File: src/rtl/imm_decode_stage.sv
// ----------------------------------------------------------------------------
// imm_decode_stage
//
// Registered, handshaked immediate-decode stage that sits between fetch and
// execute. For every RV32I/RV64I format it recovers the immediate,
// sign-extends it to XLEN and tags the format. inst/pc pass through a
// one-cycle output register backed by a one-entry skid buffer. in_ready is a
// register, so upstream never sees a combinational path from out_ready.
//
// Parameters
//   XLEN        32 or 64; width of pc and imm
//
// Ports
//   clk         clock, all state on rising edge
//   rst         synchronous reset, active-high
//   flush       drop every held entry (branch redirect)
//   in_valid    upstream offers in_inst/in_pc
//   in_ready    stage accepts this cycle (registered)
//   in_inst     instruction word
//   in_pc       instruction address
//   out_valid   out_* hold a decoded entry
//   out_ready   downstream consumes this cycle
//   out_inst    instruction, passed through
//   out_pc      pc, passed through
//   out_imm     decoded immediate
//   out_fmt     0 NONE, 1 I, 2 S, 3 B, 4 U, 5 J, 6 SHAMT
//   out_illegal (only with IMM_DECODE_ILLEGAL_EN) entry failed decode checks
//
// Build option
//   IMM_DECODE_ILLEGAL_EN  adds out_illegal and the checking logic behind it.
//
// Occupancy FSM
//   state | meaning
//   EMPTY | nothing held, out_valid=0
//   ONE   | one entry in the output register
//   FULL  | output register and skid both held, in_ready=0
// ----------------------------------------------------------------------------
module imm_decode_stage #(
    parameter int XLEN = 32
) (
    input  logic            clk,
    input  logic            rst,
    input  logic            flush,
    input  logic            in_valid,
    output logic            in_ready,
    input  logic [31:0]     in_inst,
    input  logic [XLEN-1:0] in_pc,
    output logic            out_valid,
    input  logic            out_ready,
    output logic [31:0]     out_inst,
    output logic [XLEN-1:0] out_pc,
    output logic [XLEN-1:0] out_imm,
    output logic [2:0]      out_fmt
`ifdef IMM_DECODE_ILLEGAL_EN
    ,
    output logic            out_illegal
`endif
);

    localparam logic [2:0] FMT_NONE  = 3'd0;
    localparam logic [2:0] FMT_I     = 3'd1;
    localparam logic [2:0] FMT_S     = 3'd2;
    localparam logic [2:0] FMT_B     = 3'd3;
    localparam logic [2:0] FMT_U     = 3'd4;
    localparam logic [2:0] FMT_J     = 3'd5;
    localparam logic [2:0] FMT_SHAMT = 3'd6;

    localparam logic [6:0] OP_IMM    = 7'b0010011;
    localparam logic [6:0] OP_IMM_32 = 7'b0011011;
    localparam logic [6:0] OP_LOAD   = 7'b0000011;
    localparam logic [6:0] OP_JALR   = 7'b1100111;
    localparam logic [6:0] OP_SYSTEM = 7'b1110011;
    localparam logic [6:0] OP_STORE  = 7'b0100011;
    localparam logic [6:0] OP_BRANCH = 7'b1100011;
    localparam logic [6:0] OP_LUI    = 7'b0110111;
    localparam logic [6:0] OP_AUIPC  = 7'b0010111;
    localparam logic [6:0] OP_JAL    = 7'b1101111;

    typedef enum logic [1:0] {
        ST_EMPTY = 2'd0,
        ST_ONE   = 2'd1,
        ST_FULL  = 2'd2
    } state_t;

    state_t state;

    // ------------------------------------------------------------------
    // Decode. Every format is first built as a 32-bit signed value and then
    // widened once; SHAMT values have bit 31 clear so widening zero-extends.
    // ------------------------------------------------------------------
    logic [6:0]      opcode;
    logic [2:0]      funct3;
    logic            is_shift;
    logic [31:0]     dec_imm32;
    logic [2:0]      dec_fmt;
    logic [XLEN-1:0] dec_imm;

    assign opcode   = in_inst[6:0];
    assign funct3   = in_inst[14:12];
    assign is_shift = (funct3 == 3'b001) || (funct3 == 3'b101);

    always_comb begin
        dec_imm32 = 32'd0;
        dec_fmt   = FMT_NONE;
        case (opcode)
            OP_IMM: begin
                if (is_shift) begin
                    dec_fmt = FMT_SHAMT;
                    if (XLEN == 64) dec_imm32 = {26'd0, in_inst[25:20]};
                    else            dec_imm32 = {27'd0, in_inst[24:20]};
                end else begin
                    dec_fmt   = FMT_I;
                    dec_imm32 = {{20{in_inst[31]}}, in_inst[31:20]};
                end
            end
            OP_IMM_32: begin
                if (XLEN == 64) begin
                    if (is_shift) begin
                        dec_fmt   = FMT_SHAMT;
                        dec_imm32 = {27'd0, in_inst[24:20]};
                    end else begin
                        dec_fmt   = FMT_I;
                        dec_imm32 = {{20{in_inst[31]}}, in_inst[31:20]};
                    end
                end
            end
            OP_LOAD, OP_JALR, OP_SYSTEM: begin
                dec_fmt   = FMT_I;
                dec_imm32 = {{20{in_inst[31]}}, in_inst[31:20]};
            end
            OP_STORE: begin
                dec_fmt   = FMT_S;
                dec_imm32 = {{20{in_inst[31]}}, in_inst[31:25], in_inst[11:7]};
            end
            OP_BRANCH: begin
                dec_fmt   = FMT_B;
                dec_imm32 = {{19{in_inst[31]}}, in_inst[31], in_inst[7],
                             in_inst[30:25], in_inst[11:8], 1'b0};
            end
            OP_LUI, OP_AUIPC: begin
                dec_fmt   = FMT_U;
                dec_imm32 = {in_inst[31:12], 12'd0};
            end
            OP_JAL: begin
                dec_fmt   = FMT_J;
                dec_imm32 = {{11{in_inst[31]}}, in_inst[31], in_inst[19:12],
                             in_inst[20], in_inst[30:21], 1'b0};
            end
            default: begin
                dec_fmt   = FMT_NONE;
                dec_imm32 = 32'd0;
            end
        endcase
    end

    assign dec_imm = XLEN'($signed(dec_imm32));

`ifdef IMM_DECODE_ILLEGAL_EN
    // On RV64 OP-IMM the shamt borrows inst[25], so only the upper six
    // funct bits are checked there.
    logic dec_funct_ok;
    logic dec_illegal;

    always_comb begin
        if ((XLEN == 64) && (opcode == OP_IMM))
            dec_funct_ok = (in_inst[31:26] == 6'b000000) || (in_inst[31:26] == 6'b010000);
        else
            dec_funct_ok = (in_inst[31:25] == 7'b0000000) || (in_inst[31:25] == 7'b0100000);
    end

    assign dec_illegal = (dec_fmt == FMT_NONE)
                      || ((dec_fmt == FMT_SHAMT) && (XLEN == 32) && in_inst[25])
                      || ((dec_fmt == FMT_SHAMT) && !dec_funct_ok);

    logic skid_illegal;
`endif

    // ------------------------------------------------------------------
    // Pipeline register, skid buffer and occupancy FSM
    // ------------------------------------------------------------------
    logic [31:0]     skid_inst;
    logic [XLEN-1:0] skid_pc;
    logic [XLEN-1:0] skid_imm;
    logic [2:0]      skid_fmt;

    logic accept;
    logic retire;

    assign accept = in_valid && in_ready;
    assign retire = out_valid && out_ready;

    always_ff @(posedge clk) begin
        if (rst) begin
            state     <= ST_EMPTY;
            in_ready  <= 1'b1;
            out_valid <= 1'b0;
            out_inst  <= '0;
            out_pc    <= '0;
            out_imm   <= '0;
            out_fmt   <= FMT_NONE;
            skid_inst <= '0;
            skid_pc   <= '0;
            skid_imm  <= '0;
            skid_fmt  <= FMT_NONE;
`ifdef IMM_DECODE_ILLEGAL_EN
            out_illegal  <= 1'b0;
            skid_illegal <= 1'b0;
`endif
        end else if (flush) begin
            // Held data is left in place; out_valid=0 is what kills it.
            state     <= ST_EMPTY;
            in_ready  <= 1'b1;
            out_valid <= 1'b0;
        end else begin
            case (state)
                ST_EMPTY: begin
                    if (accept) begin
                        out_inst  <= in_inst;
                        out_pc    <= in_pc;
                        out_imm   <= dec_imm;
                        out_fmt   <= dec_fmt;
`ifdef IMM_DECODE_ILLEGAL_EN
                        out_illegal <= dec_illegal;
`endif
                        out_valid <= 1'b1;
                        state     <= ST_ONE;
                    end
                end
                ST_ONE: begin
                    if (accept && !retire) begin
                        skid_inst <= in_inst;
                        skid_pc   <= in_pc;
                        skid_imm  <= dec_imm;
                        skid_fmt  <= dec_fmt;
`ifdef IMM_DECODE_ILLEGAL_EN
                        skid_illegal <= dec_illegal;
`endif
                        in_ready  <= 1'b0;
                        state     <= ST_FULL;
                    end else if (accept && retire) begin
                        out_inst  <= in_inst;
                        out_pc    <= in_pc;
                        out_imm   <= dec_imm;
                        out_fmt   <= dec_fmt;
`ifdef IMM_DECODE_ILLEGAL_EN
                        out_illegal <= dec_illegal;
`endif
                    end else if (retire) begin
                        out_valid <= 1'b0;
                        state     <= ST_EMPTY;
                    end
                end
                ST_FULL: begin
                    if (retire) begin
                        out_inst  <= skid_inst;
                        out_pc    <= skid_pc;
                        out_imm   <= skid_imm;
                        out_fmt   <= skid_fmt;
`ifdef IMM_DECODE_ILLEGAL_EN
                        out_illegal <= skid_illegal;
`endif
                        in_ready  <= 1'b1;
                        state     <= ST_ONE;
                    end
                end
                default: begin
                    state     <= ST_EMPTY;
                    in_ready  <= 1'b1;
                    out_valid <= 1'b0;
                end
            endcase
        end
    end

endmodule
File: config.mk
export PLATFORM = sky130hd
export DESIGN_NAME = imm_decode_stage
export DESIGN_NICKNAME = d
export VERILOG_FILES = /design/src/rtl/imm_decode_stage.sv
export SDC_FILE = /design/constraint.sdc
export NUM_CORES = 1
export LEC_CHECK = 0
export BUFFER_PORTS_ARGS = -buffer_cell sky130_fd_sc_hd__buf_2
export CORE_MARGIN = 1
export CORE_UTILIZATION = 35
export CTS_CLUSTER_SIZE = 24
export DETAILED_ROUTE_END_ITERATION = 10
export GPL_TIMING_DRIVEN = 0
export SYNTH_ARGS = -nofsm -noshare
export SYNTH_HDL_FRONTEND = slang
export SYNTH_SLANG_ARGS = --single-unit
export TNS_END_PERCENT = 5
File: constraint.sdc
create_clock -name clk -period 4.1 [get_ports clk]
set_input_delay 0.41 -clock clk [delete_from_list [all_inputs] [get_ports clk]]
set_output_delay 0.41 -clock clk [all_outputs]
set_load 0.005 [all_outputs]
# Yosys cells after proc, flatten, opt, wreduce, memory -nomap -nowiden
# Cells that the tools add are included.
# word_totals
ff_bits	202
inputBits	69
out_inout_bits	101
word_cells	90
# classes
eq_ne	22
n_mux	38
bitwise	3
n_reduce_logical	16
# ops
operator	count
2-to-1 mux 32 bit	13
one-hot mux 32 bit (3 select lines)	3
one-hot mux 32 bit (6 select lines)	1
== test 7 bit (second input constant)	4
one-hot mux 3 bit (6 select lines)	1
2-to-1 mux 3 bit	5
== test 7 x 5 -> 1 bit (second input constant)	2
== test 7 x 6 -> 1 bit (second input constant)	2
!= test 2 bit (second input constant)	7
2-to-1 mux 2 bit	5
one-hot mux 3 bit (3 select lines)	1
== test 7 x 2 -> 1 bit (second input constant)	1
2-to-1 mux 1 bit	6
!= test 3 bit (second input constant)	2
one-hot mux 1 bit (3 select lines)	2
one-hot mux 2 bit (3 select lines)	1
AND reduction 3 bit	2
AND reduction 6 bit	1
AND reduction 5 bit	1
logical AND 1 bit	4
AND reduction 4 bit	1
OR reduction 2 bit	2
== test 3 x 1 -> 1 bit (second input constant)	1
== test 3 bit (second input constant)	1
8 further kinds	10

# Longest topological paths before layout
# Gate-level depths: netlist of the first run.
# depth
depth_word	7
ltp_mapped	7
depth_no_buf	5

# Worst setup path before layout of the first run
# OpenSTA, ideal clock, no wires.
# synth_timing
path_type	input-to-reg
start	input port in_inst[3]
end	register skid_imm[0]
setup_ps	70
arrival_time_ps	1684
t_required_ps	4030
setup_slack_ps	2346
stages	7
n_path_buf	2
cell_sequence	buf_6 and4bb_2 and3b_1 buf_2 a31oi_1 or3_1 a21oi_1
# synth_between
elab_chain_len	3
word_cells_on_any_way	12
classes_between	eq/ne (9); mux (1); reduce/logical (2)
# synth_lines
item	line_no	rtl
start: declaration	46	input logic [31:0] in_inst,
== test 7 x 2 -> 1 bit, or another cell as far along	105	case (opcode)
OR reduction 3 bit or OR reduction 2 bit (tied branches)	105	
one-hot mux 32 bit (6 select lines) *	105	
end signal: assignment	233	skid_imm <= dec_imm;
end: declaration	183	logic [XLEN-1:0] skid_imm;
# Mark *: on every way between the ends. The rest lies on a longest branch, timed or not.
# A chain may end at the register's enable or synchronous reset.

# Worst setup path after layout of the first run
# layout_timing
start	register state[1]
end	register out_inst[20]
# layout_between
elab_chain_len	3
word_cells_on_any_way	10
classes_between	eq/ne (6); mux (1); reduce/logical (3)
# layout_lines
item	line_no	rtl
start: declaration	85	state_t state;
start signal: assignment	194	state <= ST_EMPTY;
start signal: assignment	211	state <= ST_EMPTY;
start signal: assignment	226	state <= ST_ONE;
== test 2 x 1 -> 1 bit, or another cell as far along	215	case (state)
!= test 2 bit (no source line) or nonzero test 3 bit (tied branches)	--	
AND reduction 6 bit (no source line)	--	
end signal: assignment	218	out_inst <= in_inst;
end signal: assignment	241	out_inst <= in_inst;
end signal: assignment	255	out_inst <= skid_inst;
end: declaration	50	output logic [31:0] out_inst,
# Several ways; a longest one is shown, not always the timed one.

==> results of run 1 <==
==> how the worst min path moves through the flow <==
stage | endpoint | slack (ns)
2_1_floorplan | skid_imm[1] | 0.43
3_3_place_gp | skid_imm[4] | 0.44
3_5_place_dp | skid_imm[4] | 0.44
4_1_cts | skid_pc[23] | 0.14
5_1_grt | skid_pc[1] | 0.15
6_report | skid_pc[30] | 0.15
==> critical path, stage by stage, from the launching register on <==
cell and delay [ns]:
dfxtp_1 0.45, nand2b_1 0.07, buf_2 0.18, o32ai_4 0.33
clkbuf_1 0.56, buf_2 0.40, a311oi_1 0.15
==> synthesized netlist by cell type (2+ instances only) <==
master,n
o22ai_1,17
or3_1,3
a311oi_1,66
dfxtp_1,202
a221oi_1,10
o221ai_1,2
nand3_1,10
o211ai_1,5
nor2_1,112
and3b_1,4
clkbuf_1,53
buf_1,3
and3_1,21
a21oi_1,115
nand2b_1,8
a31oi_1,8
nand2_1,304
a211oi_1,22
and4bb_2,2
nor3_1,7
o21ai_0,11
o21ai_1,4
buf_2,30
buf_4,9
and2_1,4
nor2b_1,2
a31o_2,5
inv_1,3
==> cells by family after synthesis <==
kind of cell / synth area share [%]
AOI/OAI and AO/OA: 22.1
buffers and inverters: 5.37
xor gates and xnor gates: 0.104
and+or+nand+nor: 24.2
DFF: 48.2
==> final cells by class <==
type	instances	area share [%]
sequential	202	39.1
multi-input combinational	764	37.7
timing repair buffer	167	8.07
clock buffer	30	6.20
buffer	96	4.24
tap	319	3.85
clock inverter	9	0.773
inverter	3	0.109
antenna	2	0.0483
==> routing by layer <==
| layer | track usage, % | vias to the layer above |
|---|---|---|
| li1 | - | 4098 |
| met1 | 30.5 | 3893 |
| met2 | 36.4 | 290 |
| met3 | 3.41 | 37 |
| met4 | 6.49 | 0 |
| met5 | 0 | - |
==> state kept, by name, indices dropped and copies added (netlist names) <==
register	flops
out_imm	32
out_fmt	3
out_pc	32
out_valid	1
in_ready	1
skid_inst	32
skid_pc	32
out_inst	32
state	2
skid_imm	32
skid_fmt	3
==> power groups by stage <==
stage	clock network, mW	logic [mW]	registers, mW
finish	1.99	0.450	2.08
global route	2.09	0.502	2.09
CTS	2.02	0.450	2.08
detailed placement	0	0.448	2.13
global placement	0	0.445	2.12
floorplan	0	0.237	2.12
==> through the flow <==
step,utilization [%],worst slack (ns),cells,hold slack (ns),area (µm²)
finish,44.1,1.81,1592,0.154,10400
global route,44.1,1.68,1592,0.150,10400
CTS,44.1,1.85,1590,0.141,10300
detailed placement,41.0,1.76,1551,0.441,9630
global placement,41.0,1.72,1551,0.436,9630
floorplan,-,2.35,1065,0.427,8390
==> metrics.cfg, run 1 <==
[sta]
report.final.slew_viol_count = 0
fin_crit_ns = 2.29
relSlewSlack_pct = 53.1
tightest_slew_ns = 0.703
fmax_ghz = 0.437
hold_viol_final = 0
report.final.setup_viol = 0
tns_ns = 0
skew_ns = 0.0186
fin_crit_sh_pct = 55.8
rsz0062_at_grt = no

[detailed_routing]
drt_pre_antenna_iters = 5
finalWirelength_um = 27700
viasPerCell = 5.22
drt_iter0_markers = 656
route.detailed.drc = 0
wl_met2_um = 12700
detail-route-antenna-nets = 0
top_layer = met4
vias = 8318
wl_per_cell_um = 17.4
wl_met3_um = 1880
wl_met1_um = 12500

[worst_setup_path]
r2r_cells = 6
required_ns = 4.46
path_class = reg2reg
rrSetupSlack_ns = 1.81
r2r_end = out_inst[20]
r2r_start = state[1]
crit_path_end_kind = flip-flop
critPathCapture = out_inst[20]
startpoint_type = flip-flop
worstPathArrival_ns = 2.65
crit_start = state[1]
critPathMaxFanout = 10

[floorplan]
core_area_um2 = 23500
die-area_um2 = 24600
start_util_pct = 35.8
dieWidth_um = 157
io_pins = 170
fp-row-count = 56
die_h_um = 157

[power]
power.density_nw_per_um2 = 437
finalPower_mw = 4.53
clkPwrFrac_pct = 44.0
sequentialPowerShare_pct = 46.0
ir_drop_v = 0.000223
power.internal_mw = 3.37
power_frac_comb_pct = 9.9
p_leak_nw = 4.07
switchingPower_mw = 1.15
swShare_pct = 25.5

[global_routing]
grt_usage_pct = 22.4
grt_pass1_wl_um = 43000
antenna_found_initial = 2
grt_start_max_net_pins = 14
grt_pass1_vias = 7792
overflow = 0

[finish]
multi_input_area_um2 = 3900
mostFrequentLayoutCells = nand2_1, dfxtp_1, buf_2
layout_commonest_cell = nand2_1
area_growth_pct = 23.4
regArea_um2 = 4040
drive_gt1_share_pct = 20.1
fin_nets = 1326
fillerInstances = 2399

[status]
status = complete, no violations

[clocking]
cts_buffers = 23
tritoncts = yes
path_clk_slew_ns = 0.06
clock_path_buffers = 3
clock-sinks = 202
root_buffer = clkbuf_16
holdBufCountCts = 0
ctsResizeCount = 0
insertion_delay_ns = 0.51
htreeDepth = 1
cts_setup_buffers = 0

[synth]
syn_nets = 1134
yosys.area.top_type = dfxtp_1
syn_inst = 1065
avgSynthCellArea_um2 = 7.88
synth_top_area_share_pct = 48.2
netlist_top_cells_area = dfxtp_1, nand2_1, a311oi_1
synth_warnings = 0
yosys_register_bits = 202
ys_seq_area_share_pct = 48.2
synth-edff-count = 0
async_flop_share_pct = 0
netlist_area_um2 = 8390
yosysUniqueCellTypes = 51
ys.flop_type = dfxtp_1

[run]
cap_violations = 0

[min_path]
hp-class = in2reg
hold_depth = 3
holdCritStartpoint = in_pc[30]

[placement]
hpwl_um = 19700
port_buffers = 167
gp_congestion = 0.867

Note: power is estimated with default switching activity, not from simulation.
==> run 2, diff against run 1 <==
Clock period 4.1 ns to 2.2 ns, I/O delays scaled along.
==> run 2 against run 1 <==
  * Power up 88%
  * Core utilization up 2.1 points
  * Critical path depth up 1
  * Die area unchanged
  * Worst hold slack worse by 0.13 ns
  * Sequential power up 87%
  * Via count up 2.1%
  * Non-clock buffer count up 47
  * Maximum frequency up 11%
  * Largest cell class unchanged
  * Largest power group unchanged
==> metrics.cfg, run 2 (synthesis gave the netlist of run 1 again) <==
[placement]
place_ws_ns = -0.0464
hpwl_um = 19700
gp_congestion = 0.867
dp_cells = 1551
port_buffers = 167

[worst_setup_path]
r2r_end = skid_inst[24]
cp_slowest_cell = dfxtp_1
path_class = reg2reg
cpPeakStageDelay_ns = 0.43
required_ns = 2.62
cp_cell_sequence = a21boi_4, and2_1, buf_2, buf_2, buf_2, nand2_1, a21oi_1
crit_path_end_kind = flip-flop
rrSetupSlack_ns = 0.13
r2r_start = state[0]
worstPathArrival_ns = 2.49
crit_top_cell = buf_2
critPathMaxFanout = 10
startpoint_type = flip-flop
critical_path_buf_inv_count = 3
path_delay_family = buffers and inverters
r2r_cells = 7

[detailed_routing]
vias = 8489
finalWirelength_um = 28100
viasPerCell = 5.18
detail-route-antenna-nets = 0
drt_pre_antenna_iters = 5
drt_iter0_markers = 608
wl_per_cell_um = 17.1
route.detailed.drc = 0

[clocking]
tritoncts = yes
root_buffer = clkbuf_16
clock-sinks = 202
insertion_delay_ns = 0.51
htreeDepth = 1
cts_setup_buffers = 0
clock_path_buffers = 3
path_clk_slew_ns = 0.06
cts_buffers = 23

[finish]
drive_gt1_share_pct = 19.8
area_growth_pct = 29.2
layout_commonest_cell = nand2_1
final_core_util_pct = 46.2
stdcell_count = 1639
fin_nets = 1373
fillerInstances = 2357
mostFrequentLayoutCells = nand2_1, dfxtp_1, buf_2

[floorplan]
io_pins = 170
core_area_um2 = 23500
die_h_um = 157
die-area_um2 = 24600
fp-row-count = 56
start_util_pct = 35.8
dieWidth_um = 157

[power]
power.density_nw_per_um2 = 784
finalPower_mw = 8.50
ir_drop_v = 0.000421
p_leak_nw = 4.27

[global_routing]
grt_usage_pct = 22.7
overflow = 0
grt_start_max_net_pins = 14
antenna_found_initial = 2
grt_pass1_wl_um = 43800
grt_pass1_vias = 8019

[run]
cap_violations = 0

[sta]
tightest_slew_ns = 0.686
hold_viol_final = 0
report.final.setup_viol = 0
fin_ws_ns = 0.132
rsz0062_at_grt = yes
fmax_ghz = 0.484
holdWs_ns = 0.0212
fin_crit_sh_pct = 94.0
relSlewSlack_pct = 54.2
fin_crit_ns = 2.07
report.final.slew_viol_count = 0
skew_ns = 0.0158

[min_path]
holdCritStartpoint = in_inst[25]
hp-class = in2reg
hold_depth = 3
min_to = skid_inst[25]

[status]
status = complete, no violations

-- run 2: cell types whose count changed in the layout (fill, tap and decap cells not counted) --
cell / delta
a21boi_2: -1
buf_2: -1
nor2_2: +1
nor2_1: -1
a21boi_4: +1
clkbuf_2: +4
dlygate4sd3_1: +47
clkbuf_1: -4
clkbuf_4: +1
-- run 2: area by class of cell --
class	count	area [µm²]	area share, %
flip-flops and latches	202	4040	37.3
multi-input cells	764	3910	36.0
repair buffers	214	1310	12.0
clock buffers	30	642	5.92
plain buffers	96	447	4.12
well taps	319	399	3.68
clock inverters	9	80.1	0.739
inverters	3	11.3	0.104
diodes	2	5.00	0.0462
-- run 2: worst register-to-register path: cells and delay by family (launching register included) --
family                 cells  cell delay, ns
buffers and inverters      3            0.81
DFF                        1            0.43
and+or+nand+nor            2            0.26
AOI/OAI and AO/OA          2            0.49
-- run 2: worst max path at each step --
stage	to	depth (start not counted)	slack, ns	startpoint
after floorplan	out_fmt[0]	6	0.59	out_valid
after global placement	out_inst[18]	6	-0.03	state[1]
after detailed placement	out_inst[21]	6	-0.05	state[1]
after CTS	skid_imm[16]	5	0.07	state[0]
after global routing	out_inst[20]	5	-0.01	out_valid
final	skid_inst[24]	7	0.13	state[0]
-- run 2: timing repair --
action,in CTS,in global routing
hold buffers,47,0
gates resized for setup,1,9
hold endpoints to repair,74,0
setup endpoints to repair,6,30
-- run 2: metal layers --
metal  wire length, µm  vias up  GRT usage (%)
met1             13000     3974           30.7
met3              1730       41           3.38
met5                 0        -              0
met4               567        0           6.49
li1                  -     4189              -
met2             12800      285           37.4
-- run 2: stage by stage --
stage / TNS (ns) / cell area [µm²]
2_1_floorplan: 0 / 8390
3_3_place_gp: -0.0648 / 9630
3_5_place_dp: -0.127 / 9630
4_1_cts: 0 / 10800
5_1_grt: -0.0339 / 10800
6_report: 0 / 10800
-- run 2: power by group --
| group | switching [mW] | total (mW) | internal (mW) |
|---|---|---|---|
| clock | 1.54 | 3.71 | 2.17 |
| combinational | 0.535 | 0.907 | 0.372 |
| sequential | 0.0803 | 3.88 | 3.80 |
| total | 2.16 | 8.50 | 6.34 |
==> run 3, diff against run 2 <==
Settings changed: CORE_UTILIZATION 35 to 55, PLACE_DENSITY from default to 0.8.
==> run 3 against run 2 <==
  * The run now ends with DRC left
  * Critical path depth unchanged
  * Flip-flop and latch count unchanged
  * Worst setup slack about the same
  * Via count up 2.8%
  * Routed wire length down 8.1%
  * Critical path type unchanged
  * Critical endpoint is now skid_inst[16]
==> metrics.cfg, run 3 (synthesis gave the netlist of run 1 again) <==
[sta]
fin_crit_ns = 2.07
fin_crit_sh_pct = 94.0
fmax_ghz = 0.484
tns_ns = 0
report.final.setup_viol = 0
relSlewSlack_pct = 50.5
rsz0062_at_grt = no
tightest_slew_ns = 0.743
skew_ns = 0.00735
hold_viol_final = 0
report.final.slew_viol_count = 0

[min_path]
hp-class = in2reg
hold_depth = 3

[finish]
antenna_cells = 0
layout_commonest_cell = nand2_1
final_core_util_pct = 71.5
area_growth_pct = 25.2
mostFrequentLayoutCells = nand2_1, dfxtp_1, buf_2
fillerInstances = 1197
fin_nets = 1360
stdcell_count = 1489
drive_gt1_share_pct = 19.7

[global_routing]
grt_start_max_net_pins = 14
grt_usage_pct = 31.5
overflow = 0
antenna_found_initial = 0
grt_pass1_vias = 7820
grt_pass1_wl_um = 40000

[detailed_routing]
drt_pre_antenna_iters = 10
finalWirelength_um = 25800
route.detailed.drc = 16
detail-route-antenna-nets = 0
vias = 8729
drt_iter0_markers = 853
wl_per_cell_um = 17.3
viasPerCell = 5.86

[worst_setup_path]
cp_cell_sequence = a21boi_2, and2_1, buf_2, buf_2, buf_2, nand2_1, a21oi_1
cp_slowest_cell = dfxtp_1
worstPathArrival_ns = 2.49
crit_path_end_kind = flip-flop
cpPeakStageDelay_ns = 0.41
crit_top_cell = buf_2
required_ns = 2.62
r2r_cells = 7
startpoint_type = flip-flop
critPathMaxFanout = 10
path_class = reg2reg

[placement]
hpwl_um = 17400
dp_cells = 1416
gp_congestion = 0.934
port_buffers = 167

[floorplan]
fp-row-count = 44
start_util_pct = 57.1
dieWidth_um = 126
io_pins = 170
core_area_um2 = 14700
die-area_um2 = 15800
die_h_um = 126

[clocking]
path_clk_slew_ns = 0.06
root_buffer = clkbuf_16
clock-sinks = 202
cts_buffers = 21
insertion_delay_ns = 0.50
cts_setup_buffers = 0
clock_path_buffers = 3
htreeDepth = 1
tritoncts = yes

[power]
finalPower_mw = 8.27
power_frac_comb_pct = 10.7
switchingPower_mw = 2.06
power.density_nw_per_um2 = 787
power.internal_mw = 6.21
swShare_pct = 24.9
ir_drop_v = 0.000541
p_leak_nw = 4.21
clkPwrFrac_pct = 42.4
sequentialPowerShare_pct = 46.9

[run]
cap_violations = 0

[status]
status = finished with violations
violations = DRC

==> run 3: power groups by stage <==
stage,clock [mW],sequential (mW),combinational [mW]
after floorplan,0,3.96,0.442
after global placement,0,3.95,0.803
after detailed placement,0,3.96,0.815
after CTS,3.53,3.88,0.870
after global routing,3.69,3.89,0.959
final,3.51,3.88,0.887
==> run 3: area by class of cell <==
type / instances / area [µm²] / area share [%]
plain buffers: 96 / 443 / 4.21
flip-flops and latches: 202 / 4040 / 38.5
well taps: 184 / 230 / 2.19
clock buffers: 32 / 657 / 6.25
clock inverters: 5 / 28.8 / 0.274
repair buffers: 203 / 1200 / 11.4
multi-input cells: 764 / 3900 / 37.1
inverters: 3 / 11.3 / 0.107
==> run 3: worst max-delay path, delay by kind of cell (launching register included) <==
family | cells | cell delay (ns)
simple gates | 2 | 0.28
compound gates | 2 | 0.51
buf+inv | 3 | 0.78
flops | 1 | 0.41
==> run 3: metal layers <==
layer / up-vias / share of wire, % / global-route usage, % / routed length, µm
met4: 0 / 2.5 / 9.61 / 650
met1: 4090 / 42 / 43.3 / 10900
met5: - / 0 / 0 / 0
met3: 63 / 8.3 / 4.41 / 2140
li1: 4166 / - / - / -
met2: 410 / 47 / 51.3 / 12100
==> run 3: what timing repair did <==
action / CTS / global route
hold buffers: 36 / 0
endpoints found under the hold margin: 39 / 0
resized for setup: 0 / 4
endpoints found under the setup margin: 0 / 73
==> run 3: worst paths after layout <==
check | end | startpoint | slack, ns
worst min-delay path | skid_inst[12] | in_inst[12] | 0.006
worst max-delay path | skid_inst[16] | state[0] | 0.13
worst min register to register | skid_imm[1] | skid_imm[1] | 0.45
worst max register to register | skid_inst[16] | state[0] | 0.13
==> run 3: per-stage QoR <==
stage | hold WS (ns) | setup slack (ns) | instance area, µm²
2_1_floorplan | 0.349 | 0.589 | 8390
3_3_place_gp | 0.436 | 0.0898 | 9460
3_5_place_dp | 0.440 | 0.0587 | 9460
4_1_cts | 0.00233 | 0.0358 | 10500
5_1_grt | 0.00234 | 0.0105 | 10500
6_report | 0.00609 | 0.132 | 10500
